**src/rtl/truth_table_sweeper.sv**
```systemverilog
// truth_table_sweeper: steps a combinational N-input function through every
// input vector, samples its output per vector and builds the minterm mask.
//
// Ports:
//   clk      rising-edge clock
//   rst_n    asynchronous active-low reset
//   start    one-cycle sweep request, accepted only in IDLE
//   vec      registered input vector to the function (vec[N-1] is the MSB)
//   f_in     function output, combinational from vec
//   mask     truth table; mask[i] is f_in sampled while vec == i
//   busy     high while a sweep is in progress
//   done     one-cycle pulse after the last sample
//   mismatch final mask != EXPECTED (only with TT_CHECK_EN, else 0)
//
// Build option: define TT_CHECK_EN to compare the final mask to EXPECTED.
module truth_table_sweeper #(
  parameter int unsigned     N        = 3,
  parameter int unsigned     SETTLE   = 0,
  parameter logic [2**N-1:0] EXPECTED = 8'h42
) (
  input  logic            clk,
  input  logic            rst_n,
  input  logic            start,
  output logic [N-1:0]    vec,
  input  logic            f_in,
  output logic [2**N-1:0] mask,
  output logic            busy,
  output logic            done,
  output logic            mismatch
);

  localparam logic [N-1:0] VecLast  = N'(2**N - 1);
  localparam logic [3:0]   SettleLd = 4'(SETTLE);

  typedef enum logic [1:0] {
    S_IDLE,
    S_APPLY,
    S_DONE
  } state_e;

  state_e          state_q, state_d;
  logic [N-1:0]    vec_q, vec_d;
  logic [2**N-1:0] mask_q, mask_d;
  logic [3:0]      cnt_q, cnt_d;

  always_ff @(posedge clk or negedge rst_n) begin
    if (!rst_n) begin
      state_q <= S_IDLE;
      vec_q   <= '0;
      mask_q  <= '0;
      cnt_q   <= '0;
    end else begin
      state_q <= state_d;
      vec_q   <= vec_d;
      mask_q  <= mask_d;
      cnt_q   <= cnt_d;
    end
  end

  always_comb begin
    state_d = state_q;
    vec_d   = vec_q;
    mask_d  = mask_q;
    cnt_d   = cnt_q;
    unique case (state_q)
      S_IDLE: begin
        if (start) begin
          state_d = S_APPLY;
          vec_d   = '0;
          mask_d  = '0;
          cnt_d   = SettleLd;
        end
      end
      S_APPLY: begin
        if (cnt_q != 4'd0) begin
          cnt_d = cnt_q - 4'd1;
        end else begin
          // Sample edge: capture f_in for the vector held so far.
          mask_d[vec_q] = f_in;
          if (vec_q == VecLast) begin
            state_d = S_DONE;
          end else begin
            vec_d = vec_q + N'(1);
            cnt_d = SettleLd;
          end
        end
      end
      S_DONE: begin
        state_d = S_IDLE;
        vec_d   = '0;
      end
      default: begin
        state_d = S_IDLE;
        vec_d   = '0;
      end
    endcase
  end

  assign vec  = vec_q;
  assign mask = mask_q;
  assign busy = (state_q == S_APPLY);
  assign done = (state_q == S_DONE);

`ifdef TT_CHECK_EN
  logic mis_q, mis_d;
  logic accept, enter_done;

  assign accept     = (state_q == S_IDLE) && start;
  assign enter_done = (state_q == S_APPLY) && (state_d == S_DONE);

  // mask_d already holds the final sample on the edge entering DONE.
  always_comb begin
    mis_d = mis_q;
    if (accept) begin
      mis_d = 1'b0;
    end else if (enter_done) begin
      mis_d = (mask_d != EXPECTED);
    end
  end

  always_ff @(posedge clk or negedge rst_n) begin
    if (!rst_n) begin
      mis_q <= 1'b0;
    end else begin
      mis_q <= mis_d;
    end
  end

  assign mismatch = mis_q;
`else
  // EXPECTED only feeds the comparator, which this build leaves out.
  logic unused_expected;
  assign unused_expected = ^EXPECTED;
  assign mismatch        = 1'b0;
`endif

endmodule

```
**config.mk**
```make
export PLATFORM = sky130hd
export DESIGN_NAME = truth_table_sweeper
export DESIGN_NICKNAME = d
export VERILOG_FILES = /design/src/rtl/truth_table_sweeper.sv
export SDC_FILE = /design/constraint.sdc
export NUM_CORES = 1
export LEC_CHECK = 0
export CELL_PAD_IN_SITES_DETAIL_PLACEMENT = 1
export CELL_PAD_IN_SITES_GLOBAL_PLACEMENT = 2
export CORE_AREA = 8 8 48 79
export CTS_BUF_LIST = sky130_fd_sc_hd__clkbuf_8
export DETAILED_ROUTE_END_ITERATION = 10
export DIE_AREA = 0 0 56 87
export PLACE_DENSITY = 0.89
export SLEW_MARGIN = 15
export SYNTH_ARGS = -nofsm -noshare
export SYNTH_HDL_FRONTEND = slang
export SYNTH_SLANG_ARGS = --single-unit
```
**constraint.sdc**
```tcl
create_clock -name clk -period 3.6 [get_ports clk]
set_clock_uncertainty 0.05 [all_clocks]
set_input_delay 0.72 -clock clk [delete_from_list [all_inputs] [get_ports clk]]
set_output_delay 0.72 -clock clk [all_outputs]
set_load 0.01 [all_outputs]
```
# Yosys cells after proc, flatten, opt, wreduce, memory -nomap -nowiden
# Cells that the tools add are included.
[totals] register_bits=17 output_inout_bits=14 wordCells=42
[op_classes] addsub=2 n_lt_le_gt_ge=2 eq_ne=8 mux=18 n_reduce_logical=8
[ops] op="8-bit two-way mux" count=2
[ops] op="8-bit case mux with 2 select lines" count=1
[ops] op="4-bit two-way mux" count=3
[ops] op="3-bit AND reduction" count=4
[ops] op="3-bit two-way mux" count=3
[ops] op="8-bit bitwise mux" count=1
[ops] op="4-bit case mux with 2 select lines" count=1
[ops] op="2-bit two-way mux" count=3
[ops] op="2-bit != test, second input constant" count=3
[ops] op="3-bit case mux with 2 select lines" count=1
[ops] op="3-bit by 4-bit less-than comparator with 1-bit output, second input constant" count=1
[ops] op="2-bit case mux with 2 select lines" count=1
[ops] op="4-bit nonzero test" count=1
[ops] op="4-bit by 1-bit subtractor with 4-bit output, second input constant" count=1
[ops] op="3-bit by 1-bit adder with 3-bit output, second input constant" count=1
[ops] op="1-bit demux with 3-bit select" count=1
[ops] op="3-bit == test, second input constant" count=1
[ops] op="3-bit by 1-bit >= comparator with 1-bit output, second input constant" count=1
[ops] op="3-bit != test, second input constant" count=1
[ops] op="2-bit by 1-bit == test with 1-bit output, second input constant" count=1
[ops] op="2-bit == test, second input constant" count=1
[ops] op="2-bit zero test" count=1
[ops] op="2-bit by 1-bit != test with 1-bit output, second input constant" count=1
[ops] op="2-bit nonzero test" count=1
[ops] op="other kinds (2)" count=2

# Logic depth before layout (Yosys ltp)
[logic_depth] ltp_word=7 mapped_depth=6 mapped_depth_nobuf=5

# Worst setup path after synthesis
# OpenSTA, ideal clock, no wires.
[synth_path] path_type="register -> register" from="register cnt_q[0]" to="register cnt_q[0]" setup_time_ns=0.077 t_arrival_ns=1.469 setup_slack_ns=2.004 stages_incl_launch_ff=7 n_path_buf=1 synth_period_minus_slack_ns=1.596 cell_sequence="dfrtp_1 inv_1 ha_1 or3b_1 buf_6 o31a_1 a21oi_1"
[synth_between] elab_chain_cells=3 word_cells_on_any_way=6
[synth_lines] item="from (decl)" line="44" text="logic [3:0] cnt_q, cnt_d;"
[synth_lines] item="from (signal assigned)" line="56" text="cnt_q <= cnt_d;"
[synth_lines] item="4-bit by 1-bit subtractor with 4-bit output / 4-bit nonzero test (equally long branches)" line="76, 75"
[synth_lines] item="4-bit two-way mux / 3-bit != test (equally long branches)"
[synth_lines] item="4-bit case mux with 2 select lines / 3-bit AND reduction (equally long branches)"
# Several ways; a longest one is shown, not always the timed one.
# A chain may end at the register's enable or synchronous reset.

# Worst setup path in the final report
[layout_path] from="register state_q[1]" to="output port busy"
[layout_between] elab_chain_cells=1
[layout_lines] item="from (decl)" line="41" text="state_e state_q, state_d;"
[layout_lines] item="from (signal assigned)" line="53" text="state_q <= state_d;"
[layout_lines] item="2-bit by 1-bit == test with 1-bit output" line="101" text="assign busy = (state_q == S_APPLY);"
[layout_lines] item="to (decl)" line="27" text="output logic busy,"
# No other way between the ends.

==> results.sh <==
export IMPL_wire_per_inst_um=18.3
export IMPL_fp_dieArea_mm2=0.00487
export IMPL_synth_seq_cells=17
export IMPL_antenna_found_initial=0
export IMPL_status="completed"
export IMPL_hold_path_startpoint="cnt_q[0]"
export IMPL_htree_levels=1
export IMPL_first_iter_violations=1
export IMPL_grt_max_degree=18
export IMPL_ir_drop_mv=0.360
export IMPL_post_route_period_util=0.780
export IMPL_yosys_area_top_type="dfrtp_1"
export IMPL_clk_latency_ns=0.26
export IMPL_synth_cells_most_frequent="dfrtp_1 (17), inv_1 (10), a221o_1 (8)"
export IMPL_powerDensity_mw_per_mm2=750
export IMPL_nets=111
export IMPL_synth_most_common_cell="dfrtp_1"
export IMPL_reg2reg_to="mask[6]"
export IMPL_synth_net_count=94
export IMPL_grt_pass1_vias=850
export IMPL_io_pins=18
export IMPL_grt_overflow_total=0
export IMPL_hold_ws_ns=0.454
export IMPL_cpPeakStageDelay_ns=0.58
export IMPL_netlist_top_cells_area="dfrtp_1 (45%), a221o_1 (8.5%), ha_1 (5.3%)"
export IMPL_hold_buffers=0
export IMPL_gp_congestion=0.775
export IMPL_end_kind="output pin"
export IMPL_reg2reg_slack_ns=1.55
export IMPL_timing_fmax_mhz=356
export IMPL_initial_utilization=0.335
export IMPL_cp_data_required_time_ns=2.83
export IMPL_reg2reg_depth=4
export IMPL_hold_viol=0
export IMPL_register_area_um2=425
export IMPL_synthAdderAreaFrac=0.0533
export IMPL_clk_pin_slew_worst_paths_ns=0.06
export IMPL_netlist_area_um2=938
export IMPL_crit_type="reg -> out"
export IMPL_tightest_slew_ns=0.794
export IMPL_drt_total_wl_mm=2.38
export IMPL_yosysWarningCount=0
export IMPL_port_buffers=16
export IMPL_post_cts_buffers=0
export IMPL_drv_slew=0
export IMPL_drtPass1Iterations=4
export IMPL_dp_hpwl_mm=1.86
export IMPL_post_route_min_period_ns=2.81
export IMPL_ant_nets=0
export IMPL_min_to="cnt_q[0]"
export IMPL_cts_buffers=3
export IMPL_avgSynthCellArea_um2=10.9
export IMPL_synthSimpleGateAreaFrac=0.144
export IMPL_synth_ff_type="dfrtp_1"
export IMPL_cts_tree="yes"
export IMPL_die_width_um=56
export IMPL_drv_cap=0
export IMPL_ctsResizeCount=0
export IMPL_crit_arrival_ns=2.04
export IMPL_path_cells="nand2b_1 -> clkinv_1 -> clkdlybuf4s50_1"
export IMPL_critPathSlowestCell="clkdlybuf4s50_1"
export IMPL_drive_gt1_frac=0.0882
export IMPL_clkSinkCount=17
export IMPL_grt_pass1_wl_mm=4.17
export IMPL_multi_input_area_um2=444
export IMPL_synth_edf_count=0
export IMPL_cts_path_max_buffers=2
export IMPL_worstHoldPathCells=1
export IMPL_finalSetupTns_ns=0
export IMPL_root_buffer="clkbuf_8"
export IMPL_routed_via_count=742
export IMPL_async_flop_share=1.00
export IMPL_synth_compound_area_frac=0.260
export IMPL_muxShareOfSynthArea=0.0120
export IMPL_finalSetupViolCount=0
export IMPL_p_leak_nw=0.466
export IMPL_rsz0062_at_grt="false"
export IMPL_drc=0
export IMPL_synth_xor_area_frac=0
export IMPL_synth_top_family_by_area="compound AO/OA/AOI/OAI gates"
export IMPL_grt_total_usage=0.107
export IMPL_synth_seq_area_share=0.453
export IMPL_maxSlewHeadroom=0.469
export IMPL_crit_family="buffers and inverters"
export IMPL_cp_max_fo=11
export IMPL_rows=26
export IMPL_worst_setup_path_start_kind="flip-flop"
export IMPL_n_fill_cell=312
export IMPL_r2r_start="state_q[1]"
export IMPL_coreArea_mm2=0.00280
export IMPL_vias_per_cell=5.71
export IMPL_die_y_um=87
export IMPL_syn_inst=86
export IMPL_crit_buf_inv=2
export IMPL_yosys_area_top_type_share=0.453
export IMPL_hold_path_class="reg -> reg"
export IMPL_synth_distinct_cells=33
export IMPL_area_delta_synth_final_pct=22.7
export IMPL_diodes=0
worst max-delay path by stage:
stage | to | cells past startpoint | startpoint | slack (ns)
finish | busy | 3 | state_q[1] | 0.79
global route | busy | 3 | state_q[0] | 0.65
CTS | busy | 3 | state_q[1] | 0.76
detailed placement | busy | 3 | state_q[1] | 1.05
global placement | busy | 3 | state_q[0] | 1.11
floorplan | cnt_q[0] | 6 | cnt_q[0] | 2.00
per-layer routing:
| metal | part of all wire | vias to the layer above | global-route usage |
|---|---|---|---|
| li1 | - | 354 | - |
| met1 | 0.38 | 371 | 0.109 |
| met2 | 0.57 | 12 | 0.197 |
| met3 | 0.025 | 5 | 0.0146 |
| met4 | 0.029 | 0 | 0.0659 |
| met5 | 0 | - | 0 |
power breakdown:
part,leakage [nW],switching [W],internal [W]
registers,0.179,0.0000881,0.000248
clock network,0.0269,0.0000674,0.0000758
logic,0.259,0.000187,0.000196
total,0.466,0.000343,0.000520
area by class of cell:
type,count,area share
Multi-Input combinational cell,54,0.386
Clock buffer,3,0.0359
Clock inverter,1,0.00326
Timing Repair Buffer,16,0.139
Inverter,11,0.0359
Sequential cell,17,0.370
Tap cell,28,0.0304
stage by stage:
| stage | setup WS [ns] | area, um^2 | total power [W] | cells | util |
|---|---|---|---|---|---|
| 6_report | 0.792 | 1150 | 0.000863 | 130 | 0.411 |
| 5_1_grt | 0.654 | 1150 | 0.000940 | 130 | 0.411 |
| 4_1_cts | 0.760 | 1150 | 0.000876 | 130 | 0.411 |
| 3_5_place_dp | 1.05 | 1110 | 0.000732 | 126 | 0.395 |
| 3_3_place_gp | 1.11 | 1110 | 0.000710 | 126 | 0.395 |
| 2_1_floorplan | 2.00 | 938 | 0.000589 | 86 | - |
placed cells by master (no fill, tap or decap), types with 2 or more instances in the layout:
cell	instances
a211oi_1	3
a21oi_1	2
a221o_1	8
a22o_1	2
clkbuf_8	3
clkdlybuf4s50_1	16
dfrtp_1	17
ha_1	4
inv_1	11
nand2_1	2
nand2b_1	3
nor2_1	3
nor2b_1	3
nor3_1	2
nor3_2	2
o21ai_0	2
o2bb2ai_1	2
o311a_1	4
state kept, by name (all words and copies together), names as in the netlist:
| register | cells |
|---|---|
| mask | 8 |
| vec | 3 |
| cnt_q | 4 |
| state_q | 2 |
kinds of logic after synthesis:
group,count (synthesis)
DFF,17
adders and majority gates,4
and+or+nand+nor,20
other,1
buffers and inverters,15
muxes,1
AOI/OAI and AO/OA,28
Power figures use the tool's default switching activity.
